==> src/rtl/vga_timing_gen.sv <==
// 640x480@60 VGA timing generator: pixel request stage, sync/blank alignment and DAC output register.
// Optional colour-bar source enabled by VGA_TEST_PATTERN_EN (adds the test_mode input).
module vga_timing_gen #(
  parameter int unsigned H_VIS     = 640,
  parameter int unsigned H_FP      = 16,
  parameter int unsigned H_SW      = 96,
  parameter int unsigned H_BP      = 48,
  parameter int unsigned V_VIS     = 480,
  parameter int unsigned V_FP      = 10,
  parameter int unsigned V_SW      = 2,
  parameter int unsigned V_BP      = 33,
  parameter int unsigned COLOR_LAT = 1
) (
  input  logic        clk_50,
  input  logic        reset_n,
  input  logic [9:0]  pix_r,
  input  logic [9:0]  pix_g,
  input  logic [9:0]  pix_b,
`ifdef VGA_TEST_PATTERN_EN
  input  logic        test_mode,
`endif
  output logic [9:0]  req_x,
  output logic [9:0]  req_y,
  output logic        req_valid,
  output logic        frame_start,
  output logic        vga_hsync,
  output logic        vga_vsync,
  output logic        vga_blank,
  output logic        vga_sync,
  output logic        vga_clk,
  output logic [9:0]  vga_r,
  output logic [9:0]  vga_g,
  output logic [9:0]  vga_b
);

  localparam int unsigned CW     = 10;
  localparam int unsigned H_TOT  = H_VIS + H_FP + H_SW + H_BP;
  localparam int unsigned V_TOT  = V_VIS + V_FP + V_SW + V_BP;
  localparam int unsigned HS_BEG = H_VIS + H_FP;
  localparam int unsigned HS_END = HS_BEG + H_SW;
  localparam int unsigned VS_BEG = V_VIS + V_FP;
  localparam int unsigned VS_END = VS_BEG + V_SW;

  logic               pix_en_q, pix_en_d;
  logic               vga_clk_q, vga_clk_d;
  logic [CW-1:0]      h_q, h_d, v_q, v_d;
  logic [CW-1:0]      req_x_q, req_x_d, req_y_q, req_y_d;
  logic               req_valid_q, req_valid_d;
  logic               hs_raw_q, hs_raw_d, vs_raw_q, vs_raw_d;
  logic [COLOR_LAT:0] de_sr_q, de_sr_d, hs_sr_q, hs_sr_d, vs_sr_q, vs_sr_d;
  logic               frame_start_q, frame_start_d;
  logic [CW-1:0]      r_q, r_d, g_q, g_d, b_q, b_d;
  logic [CW-1:0]      src_r, src_g, src_b;

`ifdef VGA_TEST_PATTERN_EN
  localparam int unsigned BW = 3;

  logic [BW*COLOR_LAT-1:0] bar_sr_q, bar_sr_d;
  logic [BW-1:0]           bar_idx, bar_last;

  // Bar index follows the request through the same latency the renderer has.
  assign bar_idx  = BW'(req_x_q / CW'(H_VIS / 8));
  assign bar_last = bar_sr_q[BW*COLOR_LAT-1 -: BW];

  always_comb begin
    bar_sr_d = bar_sr_q;
    if (pix_en_q) bar_sr_d = (BW*COLOR_LAT)'({bar_sr_q, bar_idx});
  end

  // Bar order white, yellow, cyan, green, magenta, red, blue, black maps to inverted index bits.
  always_comb begin
    src_r = pix_r;
    src_g = pix_g;
    src_b = pix_b;
    if (test_mode) begin
      src_r = {CW{~bar_last[1]}};
      src_g = {CW{~bar_last[2]}};
      src_b = {CW{~bar_last[0]}};
    end
  end

  always_ff @(posedge clk_50 or negedge reset_n) begin
    if (!reset_n) bar_sr_q <= '0;
    else          bar_sr_q <= bar_sr_d;
  end
`else
  assign src_r = pix_r;
  assign src_g = pix_g;
  assign src_b = pix_b;
`endif

  // Counters, raw timing and the sync/blank/colour alignment pipeline.
  always_comb begin
    pix_en_d      = ~pix_en_q;
    vga_clk_d     = pix_en_d;
    h_d           = h_q;
    v_d           = v_q;
    frame_start_d = 1'b0;
    de_sr_d       = de_sr_q;
    hs_sr_d       = hs_sr_q;
    vs_sr_d       = vs_sr_q;
    r_d           = r_q;
    g_d           = g_q;
    b_d           = b_q;
    if (pix_en_q) begin
      if (h_q == CW'(H_TOT - 1)) begin
        h_d = '0;
        if (v_q == CW'(V_TOT - 1)) begin
          v_d           = '0;
          frame_start_d = 1'b1;
        end else begin
          v_d = v_q + CW'(1);
        end
      end else begin
        h_d = h_q + CW'(1);
      end
      de_sr_d = {de_sr_q[COLOR_LAT-1:0], req_valid_q};
      hs_sr_d = {hs_sr_q[COLOR_LAT-1:0], hs_raw_q};
      vs_sr_d = {vs_sr_q[COLOR_LAT-1:0], vs_raw_q};
      r_d     = de_sr_q[COLOR_LAT-1] ? src_r : '0;
      g_d     = de_sr_q[COLOR_LAT-1] ? src_g : '0;
      b_d     = de_sr_q[COLOR_LAT-1] ? src_b : '0;
    end
    // Request/raw timing registers track the next counter value so they mirror the counters.
    req_valid_d = (h_d < CW'(H_VIS)) && (v_d < CW'(V_VIS));
    req_x_d     = req_valid_d ? h_d : '0;
    req_y_d     = req_valid_d ? v_d : '0;
    hs_raw_d    = !((h_d >= CW'(HS_BEG)) && (h_d < CW'(HS_END)));
    vs_raw_d    = !((v_d >= CW'(VS_BEG)) && (v_d < CW'(VS_END)));
  end

  always_ff @(posedge clk_50 or negedge reset_n) begin
    if (!reset_n) begin
      pix_en_q      <= 1'b0;
      vga_clk_q     <= 1'b0;
      h_q           <= '0;
      v_q           <= '0;
      req_x_q       <= '0;
      req_y_q       <= '0;
      req_valid_q   <= 1'b0;
      hs_raw_q      <= 1'b1;
      vs_raw_q      <= 1'b1;
      de_sr_q       <= '0;
      hs_sr_q       <= '1;
      vs_sr_q       <= '1;
      frame_start_q <= 1'b0;
      r_q           <= '0;
      g_q           <= '0;
      b_q           <= '0;
    end else begin
      pix_en_q      <= pix_en_d;
      vga_clk_q     <= vga_clk_d;
      h_q           <= h_d;
      v_q           <= v_d;
      req_x_q       <= req_x_d;
      req_y_q       <= req_y_d;
      req_valid_q   <= req_valid_d;
      hs_raw_q      <= hs_raw_d;
      vs_raw_q      <= vs_raw_d;
      de_sr_q       <= de_sr_d;
      hs_sr_q       <= hs_sr_d;
      vs_sr_q       <= vs_sr_d;
      frame_start_q <= frame_start_d;
      r_q           <= r_d;
      g_q           <= g_d;
      b_q           <= b_d;
    end
  end

  assign req_x       = req_x_q;
  assign req_y       = req_y_q;
  assign req_valid   = req_valid_q;
  assign frame_start = frame_start_q;
  assign vga_hsync   = hs_sr_q[COLOR_LAT];
  assign vga_vsync   = vs_sr_q[COLOR_LAT];
  assign vga_blank   = de_sr_q[COLOR_LAT];
  assign vga_sync    = 1'b0;
  assign vga_clk     = vga_clk_q;
  assign vga_r       = r_q;
  assign vga_g       = g_q;
  assign vga_b       = b_q;

endmodule
==> config.mk <==
export PLATFORM = sky130hd
export DESIGN_NAME = vga_timing_gen
export DESIGN_NICKNAME = d
export VERILOG_FILES = /design/src/rtl/vga_timing_gen.sv
export SDC_FILE = /design/constraint.sdc
export NUM_CORES = 1
export LEC_CHECK = 0
export ABC_AREA = 1
export BUFFER_PORTS_ARGS = -buffer_cell sky130_fd_sc_hd__buf_4
export CAP_MARGIN = 20
export CORE_MARGIN = 2
export CORE_UTILIZATION = 53
export CTS_CLUSTER_DIAMETER = 60
export DETAILED_ROUTE_END_ITERATION = 10
export PLACE_DENSITY = 0.77
export REMOVE_ABC_BUFFERS = 1
export SLEW_MARGIN = 20
export SYNTH_ARGS = -nofsm -noshare
export SYNTH_HDL_FRONTEND = slang
export SYNTH_SLANG_ARGS = --single-unit
==> constraint.sdc <==
create_clock -name clk_50 -period 1.96 [get_ports clk_50]
set_input_delay 0.098 -clock clk_50 [delete_from_list [all_inputs] [get_ports clk_50]]
set_output_delay 0.098 -clock clk_50 [all_outputs]
set_load 0.05 [all_outputs]
==> results of run 1 <==
## state kept, by name, summed over array words and instances, names as in the netlist
register / count
req_valid: 1
vga_r: 10
v_q: 10
vs_raw_q: 1
vs_sr_q: 2
hs_raw_q: 1
vga_b: 10
hs_sr_q: 2
de_sr_q: 2
h_q: 10
vga_clk: 1
frame_start: 1
req_y: 10
vga_g: 10
req_x: 10
## layout by cell type (no fill, tap or decap), drive strengths merged
master / instances
a21o: 1
nand2: 135
conb: 2
nand3b: 1
dfrtp: 75
bufinv: 2
inv: 52
nor2: 39
nand4: 9
buf: 114
dfstp: 6
o21bai: 3
clkinvlp: 3
a21oi: 4
xor2: 1
nor3: 4
o21ai: 13
dlygate4sd3: 29
clkinv: 1
clkbuf: 10
ha: 3
nand3: 55
## worst max path at each step
| stage | from | endpoint | slack [ns] | depth (start not counted) |
|---|---|---|---|---|
| after CTS | h_q[1]$_DFF_PN0_ | req_x[7]$_DFF_PN0_ | 0.02 | 12 |
| after global routing | v_q[0]$_DFF_PN0_ | req_x[2]$_DFF_PN0_ | -0.08 | 12 |
| final | v_q[0]$_DFF_PN0_ | req_y[0]$_DFF_PN0_ | 0.04 | 12 |
| after detailed placement | h_q[1]$_DFF_PN0_ | req_x[3]$_DFF_PN0_ | -0.04 | 12 |
| after floorplan | vga_clk$_DFF_PN0_ | hs_raw_q$_DFF_PN1_ | -1.16 | 9 |
| after global placement | v_q[0]$_DFF_PN0_ | req_x[0]$_DFF_PN0_ | 0.07 | 9 |
## area by class of cell
class / instances / area share (%)
multi-input cells: 270 / 27.50
well taps: 80 / 1.952
clock buffers: 10 / 2.489
flip-flops and latches: 81 / 39.78
inverters: 52 / 3.904
clock inverters: 6 / 1.781
repair buffers: 143 / 22.60
## tightest hold or removal path, cell delays in order
cell                      delay [ns]
sky130_fd_sc_hd__buf_4          0.08
sky130_fd_sc_hd__nand3_1        0.08
sky130_fd_sc_hd__nand2_1        0.07
## report_power, final
part           internal, mW  total, mW  leakage (nW)  switching (mW)
Clock                 0.722       1.34        0.0991           0.614
Combinational         0.136      0.344          1.62           0.208
Sequential             1.70       1.72         0.993          0.0196
## timing repair
action                     in CTS  in global routing
hold endpoints to repair       58                  0
pin swaps                       0                 15
setup endpoints to repair      17                 22
hold buffers                   29                  0
cloned                          1                  2
gates resized for setup         1                 28
setup buffers                   0                 14
## routing by layer
metal | up-vias | wire (µm) | part of all wire, %
li1 | 1577 | - | -
met5 | - | 0 | 0
met4 | 0 | 172 | 1.8
met3 | 19 | 744 | 7.7
met1 | 1594 | 4026 | 42
met2 | 145 | 4696 | 49
## through the flow
stage	worst slack, ns	total power [mW]
2_1_floorplan	-1.165	1.900
3_5_place_dp	-0.03839	2.049
4_1_cts	0.02182	3.427
6_report	0.03576	3.402
5_1_grt	-0.07829	3.531
3_3_place_gp	0.07236	2.045
## cells by family after synthesis
family | after synthesis | share of synthesized area (%)
AO/OA/AOI/OAI | 21 | 3.727
XOR/XNOR | 1 | 0.2439
adder cells (fa/ha/maj) | 3 | 1.045
buffers and inverters | 67 | 7.802
flip-flops | 81 | 56.64
other | 1 | 0.1044
AND/OR/NAND/NOR | 240 | 30.44
==> impl.org, run 1 <==
** Setup path
- WP data required :: 2.19 ns
- The slowest stage of the critical path is the sky130_fd_sc_hd__dfrtp_2 cell.
- Max Fanout on Critical Path :: 5
- FF-to-FF path depth :: 12
- Crit path cell chain :: inv_1 -> ha_1 -> nand4_1 -> nor2_2 -> inv_1 -> nand2_1 -> nand2_1 -> nand2_1 -> a21oi_2 -> nand2_4 -> nand3_4 -> nor2_2
- Among cell families on the critical path, the largest total delay comes from simple AND/OR/NAND/NOR gates.
- Reg2Reg Launch Point :: v_q[0]$_DFF_PN0_
- Together, buffers and inverters on the worst path number 2.
- Capture instance of the worst register-to-register path :: req_y[0]$_DFF_PN0_
- Biggest cell delay along the critical path :: 0.43 ns
- Top cell by count, worst path :: sky130_fd_sc_hd__nand2_1
- Slack of the worst reg-to-reg path :: around 0.036 ns
- At the worst endpoint, the arrival time is 2.15 ns.
- Element type at the critical path start :: register
- Endpoint class of the critical path :: register
- The setup path with the least slack is of type reg -> reg.

** Hold path
- Launch instance of the worst min-delay path :: pix_b[2]
- Endpoint, Worst Hold :: vga_b[2]$_DFFE_PN0P_
- Class of the tightest hold or removal check :: in -> reg
- The worst hold path was traced through 3 stages.

** Synthesis
- Sequential fraction of the synthesis area :: 56.64%
- FFs w/ async S/R, synth :: 100.0%
- Number of distinct library cells after synthesis :: 32
- Register bit count reported by yosys :: 81
- Among all flip-flop cells after synthesis, the most frequent one is sky130_fd_sc_hd__dfrtp_1.
- For this run, the number of Yosys warnings is 0.
- Commonest cells in the synthesized netlist :: sky130_fd_sc_hd__nand2_1 (132), sky130_fd_sc_hd__dfrtp_1 (75), sky130_fd_sc_hd__inv_1 (49), sky130_fd_sc_hd__nand3_1 (48), sky130_fd_sc_hd__nor2_1 (28)
- Synthesized netlist cell count :: 414
- The synthesized design contains 0 enable-type register cells.
- Each instance of the synthesized netlist takes up on average 8.677 µm².
- Yosys top cell by area :: sky130_fd_sc_hd__dfrtp_1
- By area the synthesized netlist is led by sky130_fd_sc_hd__dfrtp_1 (52%), sky130_fd_sc_hd__nand2_1 (14%), sky130_fd_sc_hd__nand3_1 (6.7%).
- The cell area that synthesis handed to floorplanning was between 0.003 and 0.004 mm².
- Fraction of synthesized cell area taken by the top area cell type :: 52.25%
- Dominant cell by count in the synthesized netlist :: sky130_fd_sc_hd__nand2_1

** Detailed routing
- DRC violations left :: 0
- In the final routed layout, each cell accounts on average for 15.01 µm.
- Total iterations of the first detailed-routing run :: 5
- Final antenna-violating net count :: 0
- Summing over every cut layer, the via total after detailed routing is around 3,300.
- Routed vias/inst :: 5.195
- The detailed router finished its first iteration with 213 violations.
- Routed wire length :: between 9 and 10 mm

** Place
- At the end of routability-driven placement, the weighted congestion stood at 0.8798.
- # port buffers :: 87
- In this run the cell area measured after placement is 0.004362 mm².
- Sum of net half-perimeters after detailed placement :: 5.760 mm
- Placed cells :: 580

** Timing
- Number of pins exceeding their max-slew limit in the final report :: 0
- Post-layout minimum cycle time :: 1.924 ns
- Worst setup skew after layout :: around 0.0096 ns
- Highest attainable clock frequency :: 0.5197 GHz
- Number of hold violations in the final report :: 0
- Final setup violation count :: 0
- Final total negative setup slack :: 0 ns
- Post-route clock period utilization :: 98.18%
- The tightest hold path in the finished design has a slack of approximately 0.016 ns.

** Global route
- Met2 track utilization from global routing :: 40.84%
- Grt total ovfl :: 0
- Entering global routing, the biggest net connects 35 pins.
- Fraction of met3 tracks used by global routing :: 7.524%
- Initial antenna violation count :: 0
- Layer with the highest usage :: met2
- Global routing used 25.40% of the available tracks.
- Wire length of the first global-routing pass :: 14.64 mm
- Number of global-route vias before repair :: 3,138
- In the global route stage, met1 resource usage came out at 33.29%.

** Floorplanning
- Row count :: 30
- The core region is ~0.0067 mm².
- Die H :: 86.33 µm
- 89 I/O pins were placed.
- Die X :: between 80 and 90 µm
- Die area :: between 0.007 and 0.008 mm²
- Once the floorplan was initialized, standard cells occupied between 50% and 60% of the core.

** Clock network
- CTS built an H-tree with a depth of 3.
- Later-pin clock latency in the skew report :: roughly 0.35 ns
- Buffers inserted during clock tree synthesis total 9.
- Worst-case clock buffer depth :: 2
- Clock Pin Slew Worst Setup and Hold Paths :: 0.08 ns
- CTS tree :: done
- Clock net sink count :: 81
- Cell at the root of the clock tree :: sky130_fd_sc_hd__clkbuf_8

** Finish
- # diodes :: 0
- Final net count :: 592
- Synthesis-to-layout area growth :: 42.74%
- Layout cell share with drive strength beyond 1 :: between 30% and 40%
- Final instance count without filler cells :: 642
- Multi-input gate area in the final layout :: ~0.0014 mm²
- The layout has 425 filler cells.
- Area occupied by registers :: 0.002039 mm²
- Once layout is done, the placed cells without fillers occupy between 0.005 and 0.006 mm².
- Cells fill 76.74% of the core in the end.

** Run
- Number of maximum-capacitance constraint violations :: 0

** Pwr
- Across the VDD grid, the largest voltage drop is 0.5239 mV.
- In this run the static leakage power is about 2.7 nW.
- Power per standard cell area :: roughly 660 mW/mm²

** Run status
- Result of the run :: completed
No activity file was read; power rests on OpenSTA's default activity.
==> run 2, diff against run 1 <==
- CELL_PAD_IN_SITES_DETAIL_PLACEMENT: default -> 1
- CELL_PAD_IN_SITES_GLOBAL_PLACEMENT: default -> 1
- CORE_MARGIN: 2 -> default
- CORE_UTILIZATION: 53 -> 39
==> run 2 against run 1 <==
- via count decreased by 2.0%
- non-clock buffer count is 1 lower
- clock skew is 0.0051 ns higher
- final area about the same
- combinational power is 3% higher
- the flow now finishes with violations (design-rule violations)
- register-to-register slack improved by 0.02 ns
- highest routed layer unchanged
==> impl.org, run 2 (synthesis gave the netlist of run 1 again) <==
** Run status
- The run finished, with violations left.
- The final reports fail on design-rule violations.

** Clock network
- Clock net sink count :: 81
- Worst-case clock buffer depth :: 2
- TritonCTS built the clock tree.
- Clock-pin slew was measured on the worst setup and hold paths at 0.08 ns.
- Later-pin clock latency in the skew report :: ~0.36 ns
- Level count of the clock H-tree :: 3
- Number of buffers added by the clock tree synthesis step :: 9
- CTS placed an instance of sky130_fd_sc_hd__clkbuf_8 at the clock tree root.

** Floorplanning
- After floorplanning, the core was divided into 34 placement rows.
- Die area :: 0.009598 mm²
- Initial core utilization :: 40.79%
- Die H :: 97.97 µm
- After floorplanning, the core was sized to cover 0.008806 mm².
- 89 I/O pins were placed.
- In this run the horizontal extent of the chip is just under 100 µm.

** Place
- In this run, placement finished with an instance count of between 600 and 700.
- Total placed instance area :: between 0.004 and 0.005 mm²
- Timing analysis after detailed placement gives a worst setup slack of -0.1115 ns.
- Buffers placed on the I/O ports in this run total 87.
- The congestion estimate from routability-driven global placement came to just over 0.8.
- Sum of net half-perimeters after detailed placement :: 6.844 mm

** Finish
- 0 antenna diodes ended up in the layout.
- The layout has 1,023 filler cells.
- In the final design database the tool counted 588 nets.
- Final non-filler cell area :: 0.005122 mm²
- Relative to the synthesized area, the layout overhead comes to 42.60%.
- Final instance count without filler cells :: 666
- Commonest non-fill, non-tap cell in the layout :: sky130_fd_sc_hd__nand2_1
- The top cell types in the final layout, fill and taps aside, are sky130_fd_sc_hd__nand2_1 (126), sky130_fd_sc_hd__buf_4 (107), sky130_fd_sc_hd__dfrtp_1 (69).
- Of the cells placed in the final design, the portion with a size suffix greater than 1 is 33.87%.

** Setup path
- The cell family contributing the most delay on the critical path is simple AND/OR/NAND/NOR gates.
- Category of the most critical setup path :: reg -> reg
- Element type at the critical path start :: register
- Endpoint class of the critical path :: register
- The cell that appears most often on the critical path is sky130_fd_sc_hd__nand2_1.
- Together, buffers and inverters on the worst path number 2.
- Crit path cell chain :: ha_4 -> nand2_4 -> nor2_4 -> buf_6 -> nand3_2 -> nand2_1 -> o21ai_1 -> nand2_1 -> a21oi_2 -> nand2_2 -> nand3_4 -> clkbuf_16 -> nor2_2
- Of all nets on the critical path, the largest fanout is 5.
- Biggest cell delay along the critical path :: about 0.46 ns
- STA puts the critical path data required time at 2.21 ns.
- Slowest library cell on the worst path :: sky130_fd_sc_hd__dfrtp_2
- STA puts the critical path data arrival time at about 2.2 ns.

** Timing
- Slew at the pin closest to its max-slew limit :: around 0.53 ns
- The final max-slew violation count was 0.
- Final-layout worst hold slack :: between 0.02 and 0.025 ns
- Static timing analysis puts the maximum clock frequency at 0.5249 GHz.
- Setup repair after global routing could not meet its margin everywhere.
- Setup violations remaining at the end of the flow were counted as 0.
- Worst setup skew after layout :: 0.01466 ns
- In this run the tightest slew margin relative to its limit is about 65%.
- The clock period could shrink to 1.905 ns.
- Once routing completed, OpenROAD measured the worst setup slack at 0.05472 ns.
- Number of hold violations in the final report :: 0
- Post-route clock period utilization :: 97.21%

** Run
- Number of maximum-capacitance constraint violations :: 0

** Detailed routing
- Routed wire per std cell :: 16.14 µm
- The routed layout has 3,269 vias.
- First-iteration detailed-routing DRC count :: 124
- In this run the remaining antenna-violating nets after routing total 0.
- DRC violations left :: 17
- Routed vias/inst :: 4.908
- For this block, the routed nets add up to around 11 mm of wire.
- Total iterations of the first detailed-routing run :: 8

** Global route
- The number of global-route vias before repair is 3,489.
- Initial antenna violation count :: 0
- Global routing finished with a remaining overflow of 0.
- Global routing usage summed across all routing layers :: 23.19%
- Wire length of the first global-routing pass :: 17.40 mm
- Entering global routing, the biggest net connects 43 pins.

** Pwr
- The worst-case IR drop observed on VDD is 0.3436 mV.
- The analysis attributes to cell leakage a power of 2.640 nW.
- Power comes to 3.201 mW.
- Power per standard cell area :: 625.0 mW/mm²

** Hold path
- The worst hold path belongs to the class in -> reg.
## run 2: final cells by class
cell class,instances,area (µm²),area share [%]
Clock inverter,5,38.79,0.7572
Multi-Input combinational cell,267,1368,26.70
Clock buffer,11,141.4,2.760
Timing Repair Buffer,142,1200,23.42
Inverter,52,197.7,3.859
Tap cell,108,135.1,2.638
Sequential cell,81,2042,39.86
## run 2: through the flow
step	util [%]	TNS, ns
after floorplan	-	-45.67
after global placement	50.24	0
after detailed placement	50.24	-1.439
after CTS	56.22	0
after global routing	58.17	-0.8823
final	58.17	0
## run 2: worst paths after layout
path | from | end | cells past startpoint | slack (ns)
max reg2reg | v_q[0]$_DFF_PN0_ | req_y[3]$_DFF_PN0_ | 13 | 0.05
min | pix_b[9] | vga_b[9]$_DFFE_PN0P_ | 3 | 0.02
max in group asynchronous | reset_n | vs_sr_q[1]$_DFFE_PN1P_ | 3 | 1.01
max | v_q[0]$_DFF_PN0_ | req_y[3]$_DFF_PN0_ | 13 | 0.05
min reg2reg | hs_raw_q$_DFF_PN1_ | hs_sr_q[0]$_DFFE_PN1P_ | 2 | 0.48
min in group asynchronous | reset_n | vga_b[3]$_DFFE_PN0P_ | 2 | 0.25
## run 2: where the power goes
group	switching [mW]	internal, mW	total [mW]
Clock	0.620	0.504	1.12
Sequential	0.0197	1.70	1.72
Combinational	0.215	0.139	0.355
Total	0.855	2.35	3.20
## run 2: layer usage
layer	vias up	part of all wire [%]	global-route usage, %
met5	-	0	0
met4	0	0.99	6.643
met3	12	4.9	4.796
met2	88	50	39.54
met1	1598	44	29.81
li1	1571	-	-
## run 2: worst register-to-register path, cell delays in order (launching register included)
cell and delay (ns):
sky130_fd_sc_hd__dfrtp_2 0.46, sky130_fd_sc_hd__ha_4 0.20, sky130_fd_sc_hd__nand2_4 0.07, sky130_fd_sc_hd__nor2_4 0.05
sky130_fd_sc_hd__buf_6 0.11, sky130_fd_sc_hd__nand3_2 0.04, sky130_fd_sc_hd__nand2_1 0.05, sky130_fd_sc_hd__o21ai_1 0.13
sky130_fd_sc_hd__nand2_1 0.10, sky130_fd_sc_hd__a21oi_2 0.18, sky130_fd_sc_hd__nand2_2 0.09, sky130_fd_sc_hd__nand3_4 0.11
sky130_fd_sc_hd__clkbuf_16 0.17, sky130_fd_sc_hd__nor2_2 0.03
## run 2: what timing repair did
item | CTS | global route
pin swaps | 0 | 15
buffers inserted | 2 | 7
hold buffers | 30 | 0
resized for setup | 3 | 34
endpoints found under the setup margin | 18 | 22
endpoints found under the hold margin | 65 | 0
gates cloned | 0 | 1
